File: src/rtl/axi_lite_pkg.sv
`default_nettype none
// +----------------------------------------------------------------------------+
// | axi_lite_pkg                                                                |
// | Response codes shared by the AXI4-Lite master and slave.                    |
// | Revision: 1.0                                                               |
// +----------------------------------------------------------------------------+
package axi_lite_pkg;
   localparam logic [1:0] RESP_OKAY   = 2'b00;
   localparam logic [1:0] RESP_SLVERR = 2'b10;
endpackage
`default_nettype wire

File: src/rtl/axi_lite_regfile.sv
`default_nettype none
// +----------------------------------------------------------------------------+
// | axi_lite_regfile                                                            |
// | NREG x DW registers, one sync write port, one sync read-before-write port.  |
// | Revision: 1.0                                                               |
// +----------------------------------------------------------------------------+
module axi_lite_regfile #(
   parameter int DW   = 32,
   parameter int NREG = 8,
   parameter int IDXW = $clog2(NREG)
) (
   input  logic               clk,
   input  logic               rst,
   input  logic               wr_en,
   input  logic [IDXW-1:0]    wr_idx,
   input  logic [DW-1:0]      wr_data,
   input  logic               rd_en,
   input  logic [IDXW-1:0]    rd_idx,
   output logic [DW-1:0]      rd_data,
   output logic [NREG*DW-1:0] regs_flat
);
   logic [DW-1:0] regs_q [NREG];
   logic [DW-1:0] regs_d [NREG];
   logic [DW-1:0] rd_data_q;
   logic [DW-1:0] rd_data_d;

   // The read port samples regs_q, so a same-edge write is not visible yet.
   always_comb begin
      regs_d    = regs_q;
      rd_data_d = rd_data_q;
      if (wr_en) begin
         regs_d[wr_idx] = wr_data;
      end
      if (rd_en) begin
         rd_data_d = regs_q[rd_idx];
      end
   end

   always_ff @(posedge clk) begin
      if (rst) begin
         regs_q    <= '{default: '0};
         rd_data_q <= '0;
      end else begin
         regs_q    <= regs_d;
         rd_data_q <= rd_data_d;
      end
   end

   assign rd_data = rd_data_q;

   generate
      for (genvar i = 0; i < NREG; i++) begin : g_flat
         assign regs_flat[i*DW +: DW] = regs_q[i];
      end
   endgenerate
endmodule
`default_nettype wire

File: src/rtl/axi_lite_slave_regs.sv
`default_nettype none
// +----------------------------------------------------------------------------+
// | axi_lite_slave_regs                                                         |
// | AXI4-Lite slave exposing a decoded register file to user logic.            |
// | Revision: 1.0                                                               |
// +----------------------------------------------------------------------------+
module axi_lite_slave_regs
   import axi_lite_pkg::*;
#(
   parameter int AW   = 32,
   parameter int DW   = 32,
   parameter int NREG = 8
) (
   input  logic                     CLK,
   input  logic                     RESET,
   input  logic                     AWVALID,
   input  logic [AW-1:0]            AWADDR,
   output logic                     AWREADY,
   input  logic                     WVALID,
   input  logic [DW-1:0]            WDATA,
   output logic                     WREADY,
   output logic                     BVALID,
   output logic [1:0]               BRESP,
   input  logic                     BREADY,
   input  logic                     ARVALID,
   input  logic [AW-1:0]            ARADDR,
   output logic                     ARREADY,
   output logic                     RVALID,
   output logic [DW-1:0]            RDATA,
   output logic [1:0]               RRESP,
   input  logic                     RREADY,
   output logic [NREG*DW-1:0]       REG_OUT,
   output logic                     WR_PULSE,
   output logic [$clog2(NREG)-1:0]  WR_IDX
);
   localparam int IDXW     = $clog2(NREG);
   localparam int ADDR_LSB = $clog2(DW/8);
   localparam logic [IDXW:0] C_NREG = (IDXW+1)'(NREG);

   logic            aw_hold_q, aw_hold_d;
   logic            aw_ok_q, aw_ok_d;
   logic [IDXW-1:0] aw_idx_q, aw_idx_d;
   logic            w_hold_q, w_hold_d;
   logic [DW-1:0]   wdata_q, wdata_d;
   logic            bvalid_q, bvalid_d;
   logic [1:0]      bresp_q, bresp_d;
   logic            wr_pulse_q, wr_pulse_d;
   logic [IDXW-1:0] wr_idx_q, wr_idx_d;
   logic            rvalid_q, rvalid_d;
   logic [1:0]      rresp_q, rresp_d;

   logic [IDXW-1:0] w_aw_idx, w_ar_idx;
   logic            w_aw_ok, w_ar_ok;
   logic            w_aw_hs, w_w_hs, w_ar_hs, w_commit;
   logic [DW-1:0]   w_rf_rdata;
   logic            w_unused_addr_lsbs;

   // Byte-lane bits below the word stride carry no information.
   assign w_aw_idx = AWADDR[ADDR_LSB +: IDXW];
   assign w_ar_idx = ARADDR[ADDR_LSB +: IDXW];
   assign w_aw_ok  = ({1'b0, w_aw_idx} < C_NREG) && (AWADDR[AW-1:ADDR_LSB+IDXW] == '0);
   assign w_ar_ok  = ({1'b0, w_ar_idx} < C_NREG) && (ARADDR[AW-1:ADDR_LSB+IDXW] == '0);
   assign w_unused_addr_lsbs = ^{AWADDR[ADDR_LSB-1:0], ARADDR[ADDR_LSB-1:0]};

   assign AWREADY  = ~aw_hold_q & ~bvalid_q;
   assign WREADY   = ~w_hold_q & ~bvalid_q;
   assign ARREADY  = ~rvalid_q;
   assign w_aw_hs  = AWVALID & AWREADY;
   assign w_w_hs   = WVALID & WREADY;
   assign w_ar_hs  = ARVALID & ARREADY;
   assign w_commit = aw_hold_q & w_hold_q;

   always_comb begin
      aw_hold_d  = aw_hold_q;
      aw_ok_d    = aw_ok_q;
      aw_idx_d   = aw_idx_q;
      w_hold_d   = w_hold_q;
      wdata_d    = wdata_q;
      bvalid_d   = bvalid_q;
      bresp_d    = bresp_q;
      wr_pulse_d = 1'b0;
      wr_idx_d   = wr_idx_q;
      rvalid_d   = rvalid_q;
      rresp_d    = rresp_q;

      if (w_aw_hs) begin
         aw_hold_d = 1'b1;
         aw_ok_d   = w_aw_ok;
         aw_idx_d  = w_aw_idx;
      end
      if (w_w_hs) begin
         w_hold_d = 1'b1;
         wdata_d  = WDATA;
      end

      // Holds cannot be re-armed while BVALID is up, so commit and B handshake never overlap.
      if (w_commit) begin
         aw_hold_d  = 1'b0;
         w_hold_d   = 1'b0;
         bvalid_d   = 1'b1;
         bresp_d    = aw_ok_q ? RESP_OKAY : RESP_SLVERR;
         wr_pulse_d = aw_ok_q;
         if (aw_ok_q) begin
            wr_idx_d = aw_idx_q;
         end
      end else if (bvalid_q && BREADY) begin
         bvalid_d = 1'b0;
      end

      if (w_ar_hs) begin
         rvalid_d = 1'b1;
         rresp_d  = w_ar_ok ? RESP_OKAY : RESP_SLVERR;
      end else if (rvalid_q && RREADY) begin
         rvalid_d = 1'b0;
      end
   end

   always_ff @(posedge CLK) begin
      if (RESET) begin
         aw_hold_q  <= 1'b0;
         aw_ok_q    <= 1'b0;
         aw_idx_q   <= '0;
         w_hold_q   <= 1'b0;
         wdata_q    <= '0;
         bvalid_q   <= 1'b0;
         bresp_q    <= RESP_OKAY;
         wr_pulse_q <= 1'b0;
         wr_idx_q   <= '0;
         rvalid_q   <= 1'b0;
         rresp_q    <= RESP_OKAY;
      end else begin
         aw_hold_q  <= aw_hold_d;
         aw_ok_q    <= aw_ok_d;
         aw_idx_q   <= aw_idx_d;
         w_hold_q   <= w_hold_d;
         wdata_q    <= wdata_d;
         bvalid_q   <= bvalid_d;
         bresp_q    <= bresp_d;
         wr_pulse_q <= wr_pulse_d;
         wr_idx_q   <= wr_idx_d;
         rvalid_q   <= rvalid_d;
         rresp_q    <= rresp_d;
      end
   end

   axi_lite_regfile #(
      .DW   (DW),
      .NREG (NREG),
      .IDXW (IDXW)
   ) u_regfile (
      .clk       (CLK),
      .rst       (RESET),
      .wr_en     (w_commit & aw_ok_q),
      .wr_idx    (aw_idx_q),
      .wr_data   (wdata_q),
      .rd_en     (w_ar_hs & w_ar_ok),
      .rd_idx    (w_ar_idx),
      .rd_data   (w_rf_rdata),
      .regs_flat (REG_OUT)
   );

   // Error reads leave the read port untouched, so the data is masked here.
   assign RDATA    = (rresp_q == RESP_OKAY) ? w_rf_rdata : '0;
   assign RRESP    = rresp_q;
   assign RVALID   = rvalid_q;
   assign BVALID   = bvalid_q;
   assign BRESP    = bresp_q;
   assign WR_PULSE = wr_pulse_q;
   assign WR_IDX   = wr_idx_q;
endmodule
`default_nettype wire

File: config.mk
export PLATFORM = sky130hd
export DESIGN_NAME = axi_lite_slave_regs
export DESIGN_NICKNAME = d
export VERILOG_FILES = /design/src/rtl/axi_lite_pkg.sv /design/src/rtl/axi_lite_regfile.sv /design/src/rtl/axi_lite_slave_regs.sv
export SDC_FILE = /design/constraint.sdc
export NUM_CORES = 1
export LEC_CHECK = 0
export CAP_MARGIN = 15
export CORE_UTILIZATION = 44
export DETAILED_ROUTE_END_ITERATION = 10
export GPL_TIMING_DRIVEN = 0
export PLACE_DENSITY = 0.75
export SLEW_MARGIN = 5
export SYNTH_ARGS = -nofsm -noshare
export SYNTH_HDL_FRONTEND = slang
export SYNTH_SLANG_ARGS = --single-unit
File: constraint.sdc
create_clock -name CLK -period 4.4 [get_ports CLK]
set_input_delay 0.44 -clock CLK [delete_from_list [all_inputs] [get_ports CLK]]
set_output_delay 0.44 -clock CLK [all_outputs]
set_load 0.02 [all_outputs]
== Yosys cells after proc, flatten, opt, wreduce, memory -nomap -nowiden ==
Index checks and enable logic that the tools add are counted.
Storage, ports and cells
  register bits: 336
  output and inout bits: 301
  bits of input ports: 103
Operators by class
  reduce and logical (&&, ||, !) cells: 11
  bitwise logic cells: 15
  order comparisons: 3
  multiplexer cells: 13
Operator list (count)
  $bwmux 256: 1
  $mux 32: 4
  $bmux 32 s3: 1
  $demux 32 s3: 1
  $logic_not 27->1: 2
  $and 1x1->1: 8
  $ge 4x4->1 const B: 2
  $not 3->4: 2
  $not 1->1: 5
  $lt 4x1->1 const B: 1
  $mux 1: 4
  $mux 2: 2
  $reduce_bool 2->1: 2
  $reduce_or 2->1: 2
  $logic_and 1x1->1: 3
  $logic_not 2->1: 1
  $reduce_and 2->1: 1

== Longest topological paths before layout ==
  depth in word-level cells: 6
  depth in mapped cells: 7
  gate-level depth less buffers: 4

== Hierarchy ==
From an unflattened synthesis, not the netlist that was laid out.
Second synthesis, totals
  cell total of the unflattened synthesis: 1741
  area, all modules: 14198.6 um^2
Modules (own cells, without submodules)
  axi_lite_regfile: instances 1, cells an instance 1489, area each 12160.4 um^2
  axi_lite_slave_regs: instances 1, cells an instance 252, area each 2038.2 um^2

== Worst setup path after synthesis ==
No wires, ideal clock.
  path type: input to register
  from: in ARADDR[2]
  to: reg u_regfile.rd_data_q[23], in the netlist u_regfile.rd_data[23]
  path slack: 2.413 ns
  arrival: 1.855 ns
  setup time: 0.132 ns
  buffers on the path: 2
  cell stages on the path: 5
  cells stage by stage: buf_6 buf_2 mux4_2 a2111oi_1 nor3_1
Between the ends
  cells in the longest elaborated chain, start to end: 4
Ends and longest elaborated chain
  start: declaration: RTL line axi_lite_slave_regs.sv:26  | input logic [AW-1:0] ARADDR,
  $not 3->4 (not written as such): RTL line axi_lite_regfile.sv:35  | rd_data_d = regs_q[rd_idx];
  $bmux 32 s3: RTL line axi_lite_regfile.sv:35
  $mux 32 (not written as such) (2 in series): RTL line axi_lite_regfile.sv:35
  end signal: assignment: RTL line axi_lite_regfile.sv:45  | rd_data_q <= rd_data_d;
  end: declaration: RTL line axi_lite_regfile.sv:24  | logic [DW-1:0] rd_data_q;
No other way between the ends. The select of a mux whose other input is x is not followed.
A chain may end at the register's enable or synchronous reset.

== Final worst setup path ==
  from: reg rresp_q[1], in the netlist RRESP[1]
  to: out RDATA[20]
Between the ends
  cells in the longest elaborated chain, start to end: 2
Ends and longest elaborated chain
  start: declaration: RTL line axi_lite_slave_regs.sv:50  | logic [1:0] rresp_q, rresp_d;
  start signal: assignment: RTL line axi_lite_slave_regs.sv:142  | rresp_q <= rresp_d;
  $logic_not 2->1: RTL line axi_lite_slave_regs.sv:163  | assign RDATA = (rresp_q == RESP_OKAY) ? w_rf_rdata : '0;
  $mux 32: RTL line axi_lite_slave_regs.sv:163
  end: declaration: RTL line axi_lite_slave_regs.sv:29  | output logic [DW-1:0] RDATA,
No other way between the ends.

==> reports/summary.json <==
{
  "die_h_um": 181,
  "timing.reg2reg.setup_slack_ns": 1.94,
  "cts_tree": "done",
  "initial_utilization_pct": 44.6,
  "hold_start": "u_regfile.regs_flat[141]",
  "groute.layer.met3.usage_pct": 5.88,
  "vdd_ir_drop_max_mv": 0.220,
  "fin_setup_tns_ns": 0,
  "final.period_utilization_pct": 64.6,
  "cpPeakStageDelay_ns": 0.59,
  "first_drt_iteration_drcs": 1653,
  "path_class": "flop to primary output",
  "top_level_ports": 404,
  "synth_area_per_inst_um2": 8.36,
  "power.density_nw_per_um2": 328,
  "crit-reg2reg-launch": "aw_hold_q",
  "global_route.overflow_total": 0,
  "cts.reportedPaths.clkPinSlew_ns": 0.06,
  "critical_path.endpoint_type": "primary output",
  "grt.total_usage_pct": 33.7,
  "fmaxAchievable_mhz": 352,
  "report.final.setup_viol": 0,
  "gp_congestion": 0.948,
  "fp.coreArea_um2": 31500,
  "final_antenna_net_count": 0,
  "port-buffer-count": 393,
  "cts_sinks": 334,
  "cts_buffers": 36,
  "path_cells": "clkbuf_1 > nor2b_1 > clkdlybuf4s50_1",
  "insertion_delay_ns": 0.52,
  "cts.repair_timing.setup_buffer_count": 0,
  "static-leakage-power_nw": 6.26,
  "dp_hpwl_um": 41400,
  "nFillCells": 2698,
  "finalNetCount": 2213,
  "rsz_0062_raised_after_global_routing": "no",
  "drive_gt1_share_pct": 7.08,
  "crit_path_buffers_inverters": 2,
  "grt_use_met1_pct": 43.6,
  "drc": 0,
  "pin_count_of_the_biggest_net_entering_global_routing": 14,
  "worst_pin_slew_ns": 1.06,
  "root_buffer": "sky130_fd_sc_hd__clkbuf_16",
  "timing.critical_path.required_ns": 3.96,
  "min_delay_path_depth": 2,
  "wl_per_cell_um": 22.2,
  "groute.layer.met2.usage_pct": 55.3,
  "timing.rr.end": "u_regfile.regs_flat[3]",
  "fp.dieArea_um2": 32600,
  "routed_wirelength_um": 56500,
  "hold_class": "flop to flop",
  "netlist_area_um2": 14000,
  "path_max_fanout": 10,
  "crit_arrival_ns": 2.40,
  "grt_pass1_vias": 13800,
  "reg2regPathDepth": 5,
  "maxCapViolCount": 0,
  "cp_slowest_cell": "sky130_fd_sc_hd__dfxtp_1",
  "timing.hold.ws_ns": 0.473,
  "flow.area_growth_from_synthesis_pct": 39.8,
  "vias_per_cell": 5.68,
  "synth_cell_types": 33,
  "die_width_um": 181,
  "rows": 65,
  "hold_end": "u_regfile.regs_flat[141]",
  "grt_first_pass_wirelength_um": 83600,
  "critical-path-top-delay-family": "buffers and inverters",
  "flip_flop_and_latch_count_after_synthesis": 334,
  "synth.yosys.warnings": 0,
  "run_status": "finished clean",
  "post-route-min-period_ns": 2.84,
  "dr_total_vias": 14400,
  "drtPass1Iterations": 5,
  "timing.max_slew.rel_slack_pct": 29.1,
  "ctsResizeCount": 0,
  "syn_inst": 1678,
  "hold_buffer_count_at_cts": 0,
  "clock-skew-final_ns": 0.0225,
  "maxSlewViolCount": 0,
  "final_hold_violations": 0,
  "cts_buffer_depth": 3,
  "critPathLaunchType": "flop",
  "ctsHtreeMaxLevel": 2,
  "busiest_layer": "met2",
  "synth-seq-area-share_pct": 47.7,
  "antenna_found_initial": 1
}
## area by class of cell
class / count / area [µm²] / share of cell area, %
Sequential cell: 334 / 6690 / 34.1
Multi-Input combinational cell: 1169 / 6600 / 33.7
Timing Repair Buffer: 393 / 3930 / 20.1
Clock buffer: 58 / 1110 / 5.64
Buffer: 175 / 741 / 3.78
Tap cell: 402 / 503 / 2.56
Clock inverter: 4 / 31.3 / 0.159
Antenna cell: 2 / 5.00 / 0.0255
Inverter: 1 / 3.75 / 0.0191
## logic make-up after synthesis
family / count (synthesis) / share of synthesized area [%]
simple gates: 737 / 21.9
flops: 334 / 47.7
mux: 67 / 10.5
compound gates: 363 / 14.6
other cells: 1 / 0.0267
buf+inv: 176 / 5.31
## worst max path at each step
stage / startpoint / to / slack [ns] / depth (start not counted)
after global routing: RRESP[1] / RDATA[20] / 1.47 / 3
final: RRESP[1] / RDATA[20] / 1.56 / 3
after detailed placement: ARADDR[11] / u_regfile.rd_data[29] / 1.44 / 6
after floorplan: ARADDR[2] / u_regfile.rd_data[23] / 2.41 / 5
after CTS: RRESP[1] / RDATA[19] / 1.55 / 3
after global placement: ARADDR[11] / u_regfile.rd_data[29] / 1.49 / 6
## cell usage in the layout (no fill, tap or decap), types with 3 or more instances in the layout
cell type / synthesis / routed
sky130_fd_sc_hd__nand4_1: 4 / 4
sky130_fd_sc_hd__a21oi_1: 328 / 328
sky130_fd_sc_hd__buf_6: 3 / 3
sky130_fd_sc_hd__nor2_1: 13 / 13
sky130_fd_sc_hd__or3_1: 3 / 3
sky130_fd_sc_hd__nand2b_1: 5 / 5
sky130_fd_sc_hd__clkinv_2: 0 / 3
sky130_fd_sc_hd__a2111oi_0: 4 / 4
sky130_fd_sc_hd__nor4_1: 12 / 12
sky130_fd_sc_hd__dfxtp_1: 334 / 334
sky130_fd_sc_hd__a2111oi_2: 14 / 14
sky130_fd_sc_hd__buf_2: 14 / 14
sky130_fd_sc_hd__nand3_1: 4 / 4
sky130_fd_sc_hd__nor2b_1: 65 / 65
sky130_fd_sc_hd__clkbuf_1: 151 / 163
sky130_fd_sc_hd__or2_1: 6 / 6
sky130_fd_sc_hd__a2111oi_1: 13 / 13
sky130_fd_sc_hd__mux2i_1: 3 / 3
sky130_fd_sc_hd__buf_4: 3 / 3
sky130_fd_sc_hd__clkbuf_8: 0 / 8
sky130_fd_sc_hd__nand2_1: 584 / 584
sky130_fd_sc_hd__mux4_2: 64 / 64
sky130_fd_sc_hd__clkbuf_16: 0 / 38
sky130_fd_sc_hd__nor3_1: 35 / 35
sky130_fd_sc_hd__clkdlybuf4s50_1: 0 / 393
## metrics by stage
stage                     std cells  setup WS (ns)  total power, mW  util (%)  instance area (µm²)
after global placement         2474           1.49             3.55      58.7                18500
after detailed placement       2474           1.44             3.55      58.7                18500
after floorplan                1679           2.41             3.34         -                14000
after global routing           2537           1.47             6.61      62.3                19600
after CTS                      2536           1.55             6.44      62.3                19600
final                          2538           1.56             6.44      62.3                19600
## layer usage
metal  part of all wire [%]  routed length, µm
met5                      0                  0
met4                    3.9               2190
met3                    9.7               5460
met2                     47              26500
met1                     39              22300
## cells in the mapped netlist, drive strengths merged
cell type	number	share of area [%]
a21oi	328	12
mux2i	3	0.21
a2111oi	31	2.7
clkbuf	151	4.0
inv	1	0.027
o21ai	1	0.036
mux4	64	10
and4	2	0.12
dfxtp	334	48
conb	1	0.027
nand3	4	0.14
nor2b	65	2.9
nand2	584	16
buf	24	1.2
or3	3	0.13
nor2	13	0.35
nand4	4	0.18
and2	1	0.045
a211oi	2	0.11
and3	1	0.045
or2	6	0.27
nor4	12	0.54
nor3	36	1.3
nand4b	1	0.062
nand2b	5	0.22
a311oi	1	0.062
## sequential cells by signal, summed over array words and instances, names as in the netlist, 3 cells and up
name / flops
WR_IDX: 3
aw_idx_q: 3
u_regfile.rd_data: 32
u_regfile.regs_flat: 256
wdata_q: 32
## worst register-to-register path: stages (launching register included)
cell	delay, ns
sky130_fd_sc_hd__dfxtp_1	0.46
sky130_fd_sc_hd__nand4b_1	0.41
sky130_fd_sc_hd__nor3_2	0.79
sky130_fd_sc_hd__clkbuf_1	0.47
sky130_fd_sc_hd__nand2_1	0.10
sky130_fd_sc_hd__a21oi_1	0.16
## power breakdown
group | leakage, nW | internal, mW | total (mW) | switching (mW)
logic | 3.01 | 0.157 | 0.433 | 0.276
clock network | 0.559 | 1.72 | 2.94 | 1.22
registers | 2.70 | 3.05 | 3.06 | 0.0131
total | 6.26 | 4.92 | 6.44 | 1.51
No activity file was read; power rests on OpenSTA's default activity.
